===== config.mk =====
export PLATFORM = sky130hd
export DESIGN_NAME = transfer_scheduler
export DESIGN_NICKNAME = d
export VERILOG_FILES = /design/src/rtl/transfer_scheduler.sv
export SDC_FILE = /design/constraint.sdc
export NUM_CORES = 1
export LEC_CHECK = 0
export CORE_ASPECT_RATIO = 1.5
export CORE_MARGIN = 2
export CORE_UTILIZATION = 35
export CTS_CLUSTER_SIZE = 16
export DETAILED_ROUTE_END_ITERATION = 8
export GPL_TIMING_DRIVEN = 0
export PLACE_DENSITY = 0.65
export REMOVE_ABC_BUFFERS = 1
export SETUP_SLACK_MARGIN = 0.5
export SLEW_MARGIN = 20
export SYNTH_ARGS = -nofsm -noshare
export SYNTH_HDL_FRONTEND = slang
export SYNTH_SLANG_ARGS = --single-unit

===== constraint.sdc =====
create_clock -name clk -period 1.85 [get_ports clk]
set_input_delay 0.37 -clock clk [delete_from_list [all_inputs] [get_ports clk]]
set_output_delay 0.37 -clock clk [all_outputs]
set_load 0.1 [all_outputs]

===== src/rtl/transfer_scheduler.sv =====
// Two-scanner serial transfer scheduler: round-robin arbitration, MSB-first
// serialisation of one byte per grant, with peer back-pressure and a wait timeout.
module transfer_scheduler #(
  parameter int WAIT_LIMIT = 15
) (
  input  logic       clk,
  input  logic       rst,
  input  logic [1:0] req,
  input  logic [7:0] data0,
  input  logic [7:0] data1,
  input  logic       peerReady,
  output logic [1:0] grant,
  output logic       serialOut,
  output logic       serialValid,
  output logic [2:0] bitCount,
  output logic [1:0] done,
  output logic       abortErr,
  output logic       busy
);

  localparam logic [2:0] IDLE      = 3'd0;
  localparam logic [2:0] GRANT     = 3'd1;
  localparam logic [2:0] WAIT_PEER = 3'd2;
  localparam logic [2:0] SHIFT     = 3'd3;
  localparam logic [2:0] DONE      = 3'd4;
  localparam logic [2:0] ABORT     = 3'd5;

  // Last counter value still allowed to wait; reaching it with the peer idle aborts.
  localparam logic [7:0] LIMIT_LAST = 8'(WAIT_LIMIT - 1);

  logic [2:0] state;
  logic [2:0] nextState;
  logic       owner;
  logic       ptr;
  logic       winner;
  logic       ownsLink;
  logic [7:0] shiftReg;
  logic [7:0] waitCnt;

  // A lone requester wins outright; the pointer only breaks ties.
  always_comb begin
    winner = req[1];
    if (req == 2'b11) winner = ptr;
  end

  always_comb begin
    nextState = IDLE;
    case (state)
      IDLE:      nextState = (req != 2'b00) ? GRANT : IDLE;
      GRANT:     nextState = WAIT_PEER;
      WAIT_PEER: begin
        if (peerReady)                 nextState = SHIFT;
        else if (waitCnt >= LIMIT_LAST) nextState = ABORT;
        else                           nextState = WAIT_PEER;
      end
      SHIFT:     nextState = (peerReady && bitCount == 3'd7) ? DONE : SHIFT;
      DONE:      nextState = IDLE;
      ABORT:     nextState = IDLE;
      default:   nextState = IDLE;
    endcase
  end

  // Owner is captured on leaving IDLE so later req changes cannot disturb the transfer.
  always_ff @(posedge clk or negedge rst) begin
    if (!rst) begin
      state    <= IDLE;
      owner    <= 1'b0;
      ptr      <= 1'b0;
      shiftReg <= 8'h00;
      bitCount <= 3'd0;
      waitCnt  <= 8'h00;
    end else begin
      state <= nextState;
      case (state)
        IDLE: begin
          if (req != 2'b00) owner <= winner;
        end
        GRANT: begin
          shiftReg <= owner ? data1 : data0;
          bitCount <= 3'd0;
          waitCnt  <= 8'h00;
        end
        WAIT_PEER: begin
          if (!peerReady && waitCnt != 8'hFF) waitCnt <= waitCnt + 8'd1;
        end
        SHIFT: begin
          if (peerReady) begin
            shiftReg <= {shiftReg[6:0], 1'b0};
            bitCount <= bitCount + 3'd1;
          end
        end
        DONE:    ptr <= ~owner;
        ABORT:   ptr <= ~owner;
        default: ;
      endcase
    end
  end

  always_comb begin
    ownsLink    = (state == GRANT) || (state == WAIT_PEER) || (state == SHIFT);
    grant       = ownsLink ? (owner ? 2'b10 : 2'b01) : 2'b00;
    serialOut   = (state == SHIFT) && shiftReg[7];
    serialValid = (state == SHIFT) && peerReady;
    done        = (state == DONE) ? (owner ? 2'b10 : 2'b01) : 2'b00;
    abortErr    = (state == ABORT);
    busy        = (state != IDLE);
  end

endmodule


==> results by group <==
Min path
  • Worst Hold Class: in -> async

Layout
  • Sequential cell area: 608 um^2
  • Design Area, Final: 2260 um^2
  • Share of layout cells above drive strength 1: 38.0%
  • Fin util: 60.7%
  • ANT cells: 0
  • Final nets: 239
  • Fillers: 299
  • Multi-input logic area: 885 um^2
  • Area grow syn2layout: 64.3%

Timing
  • Clock Skews: 0.00580 ns
  • FMAX: 560 MHz
  • Relative slew slack: 63.0%
  • RSZ-0062 raised after global routing: true
  • Tcrit/Tclk final: 96.5%
  • Final Hold Vio Count: 0
  • Final Setup Violations: 0
  • Tightest Pin Transition: 0.555 ns
  • Max Transition Viols Final: 0
  • Fin crit period: 1.78 ns

Setup path
  • Crit-path max FO: 5
  • Kind of critical path: reg -> out
  • Required time worst endpoint: 1.48 ns
  • Crit path launch type: register
  • Worst Setup End Kind: primary output
  • Worst endpoint data arrival time: 1.41 ns
  • Worst Reg-to-Reg Cells: 6

Routing
  • ANT nets after route: 0
  • Total Routed Length: 3.91 mm
  • Post-route DRC: 0
  • DR vias/cell: 5.55
  • DR pass1 iterations: 4
  • Detailed-route wire length per cell: 15.3 um
  • Vias: 1421
  • Initial drt markers: 44

Synth
  • Mapped Area: 1370 um^2
  • Unique masters post-synth: 36
  • Cell taking the most area after synthesis: dfrtp_1
  • Synth top area share: 43.7%
  • Top post-synthesis cells by area: dfrtp_1 44%, mux2i_1 5.8%, o21ai_0 5.8%
  • Mapped Cells: 158
  • Syn_area_per_cell: 8.70 um^2
  • Synth warn: 0
  • Dominant synthesized flop cell: dfrtp_1
  • Sequential-to-total area share from yosys stat: 43.7%
  • #FFs+latches synth: 24
  • Post-synth EDFFs: 0
  • Async SR Flop Fraction: 100%

Power and ir drop
  • Leakage: 0.992 nW
  • Total power draw: 4.03 mW
  • Sequential share of power: 24.2%
  • Psw: 1.87 mW
  • Clk network pwr share: 11.4%
  • Internal cell power: 2.16 mW
  • VDD IR-drop max: 2420 uV
  • Power per cell area: 1790 nW/um^2
  • Switching portion of total power: 46.4%
  • Logic gate share of total power: 64.4%

Floorplanning
  • Die Span X: 55.2 um
  • Floorplan Core Area: 3720 um^2
  • Die area: 4450 um^2
  • Die Height: 80.7 um
  • # IOs: 32
  • Initial Util: 37.0%
  • Rows: 27

GRT
  • Global route total overflow: 0
  • Largest net degree at the start of global routing: 25
  • Aggregate global-route resource usage: 18.7%
  • Vias in the first global route: 1408
  • Antenna violations before repair: 0
  • First-pass GRT wire length: 6.31 mm

CTS
  • Worst-path clk slew: 0.09 ns
  • Hold-fix buffers at CTS: 0
  • Max Root-Sink Buffers: 2
  • H-tree Lvls: 1
  • CTS root buf: clkbuf_8
  • Clock tree from TritonCTS: done
  • Sink Count: 24
  • CTS buffer count: 3
  • Clk_lat worst skew: 0.27 ns

Placement
  • Post-DP HPWL: 2.43 mm
  • Port bufs: 31
  • Placer congestion estimate: 0.766
  • Placed inst area: 1700 um^2

Run status
  • Status: completed

Job
  • Total of max-cap violations: 0
==> metal layers <==
layer	up-vias	track usage [%]	part of all wire, %
met5	-	0	0
met4	0	2.68	1.1
met3	6	3.49	5.0
met2	54	34.8	58
met1	685	21.8	36
li1	676	-	-
==> cells in the mapped netlist (all sizes together) (2+ instances only) <==
cell     n
a21oi   11
a31oi    4
buf      5
clkbuf   3
dfrtp   24
ha       4
inv      4
mux2i    8
nand2   21
nand2b   2
nand3   14
nand4    2
nor2    14
nor3     2
nor3b    3
o21ai   19
==> cell type report <==
type                       instances  share of cell area, %
inverter                           4                  0.776
multi-input combinational        123                   39.2
clock inverter                     1                   1.33
clock buffer                       3                   1.83
sequential                        24                   26.9
timing repair buffer              58                   27.5
tap                               43                   2.38
==> what timing repair did <==
item / 4_1_cts / 5_1_grt
setup endpoints to repair: 57 / 33
gates cloned: 1 / 0
resized for setup: 129 / 24
setup buffers: 17 / 10
pin swaps: 18 / 9
==> cells by family after synthesis <==
family | Yosys count | synth area share, %
flops | 24 | 43.7
simple gates | 67 | 24.1
compound gates | 43 | 18.5
mux | 8 | 5.83
buf+inv | 12 | 4.19
fa+ha+maj | 4 | 3.64
==> critical path, cell delays in order, from the launching register on <==
cell	delay (ns)
dfrtp_2	0.45
buf_4	0.16
or3_4	0.36
buf_12	0.18
==> final timing paths <==
| path | from | end | slack (ns) |
|---|---|---|---|
| worst max-delay path | state[2]$_DFF_PN0_ | busy | 0.07 |
| worst min-delay path | rst | waitCnt[3]$_DFFE_PN0P_ | 0.08 |
| worst max register to register | state[2]$_DFF_PN0_ | waitCnt[6]$_DFFE_PN0P_ | 0.08 |
| worst min register to register | shiftReg[7]$_DFFE_PN0P_ | shiftReg[7]$_DFFE_PN0P_ | 0.50 |
| max in group asynchronous | rst | state[2]$_DFF_PN0_ | 1.37 |
| min in group clk | shiftReg[7]$_DFFE_PN0P_ | shiftReg[7]$_DFFE_PN0P_ | 0.50 |
==> power by group through the flow <==
stage	clock network, mW	logic (mW)	registers (mW)
after detailed placement	0	1.69	0.988
final	0.460	2.59	0.975
after CTS	0.467	2.22	0.953
after global placement	0	1.65	0.975
after floorplan	0	1.11	1.09
after global routing	0.495	2.80	1.01
==> cell usage in the layout (no fill, tap or decap), types with 5 or more instances in the layout <==
cell type / synthesis / routed
a21oi_1: 11 / 9
o21ai_0: 16 / 11
buf_12: 0 / 9
clkdlybuf4s50_1: 0 / 18
dfrtp_2: 0 / 6
mux2i_1: 8 / 8
nand3_2: 0 / 5
buf_6: 1 / 8
nor2_1: 14 / 11
buf_4: 0 / 21
dfrtp_1: 24 / 18
nand2_1: 21 / 19
nand3_1: 14 / 9
o21ai_1: 3 / 7
==> metrics by stage <==
step	instances	hold WS (ns)	setup slack [ns]	TNS, ns
2_1_floorplan	150	0.0744	-1.39	-4.17
3_3_place_gp	224	0.463	-1.12	-10.76
3_5_place_dp	224	0.472	-1.12	-11.53
4_1_cts	246	0.467	0.0719	0
5_1_grt	256	0.117	0.000694	0
6_report	256	0.0815	0.0655	0
==> state kept, by name (all words and copies together) (netlist names) <==
signal and count:
shiftReg 8, waitCnt 8, bitCount 3, state 3, owner 1, ptr 1
(Power assumes the default switching activity.)
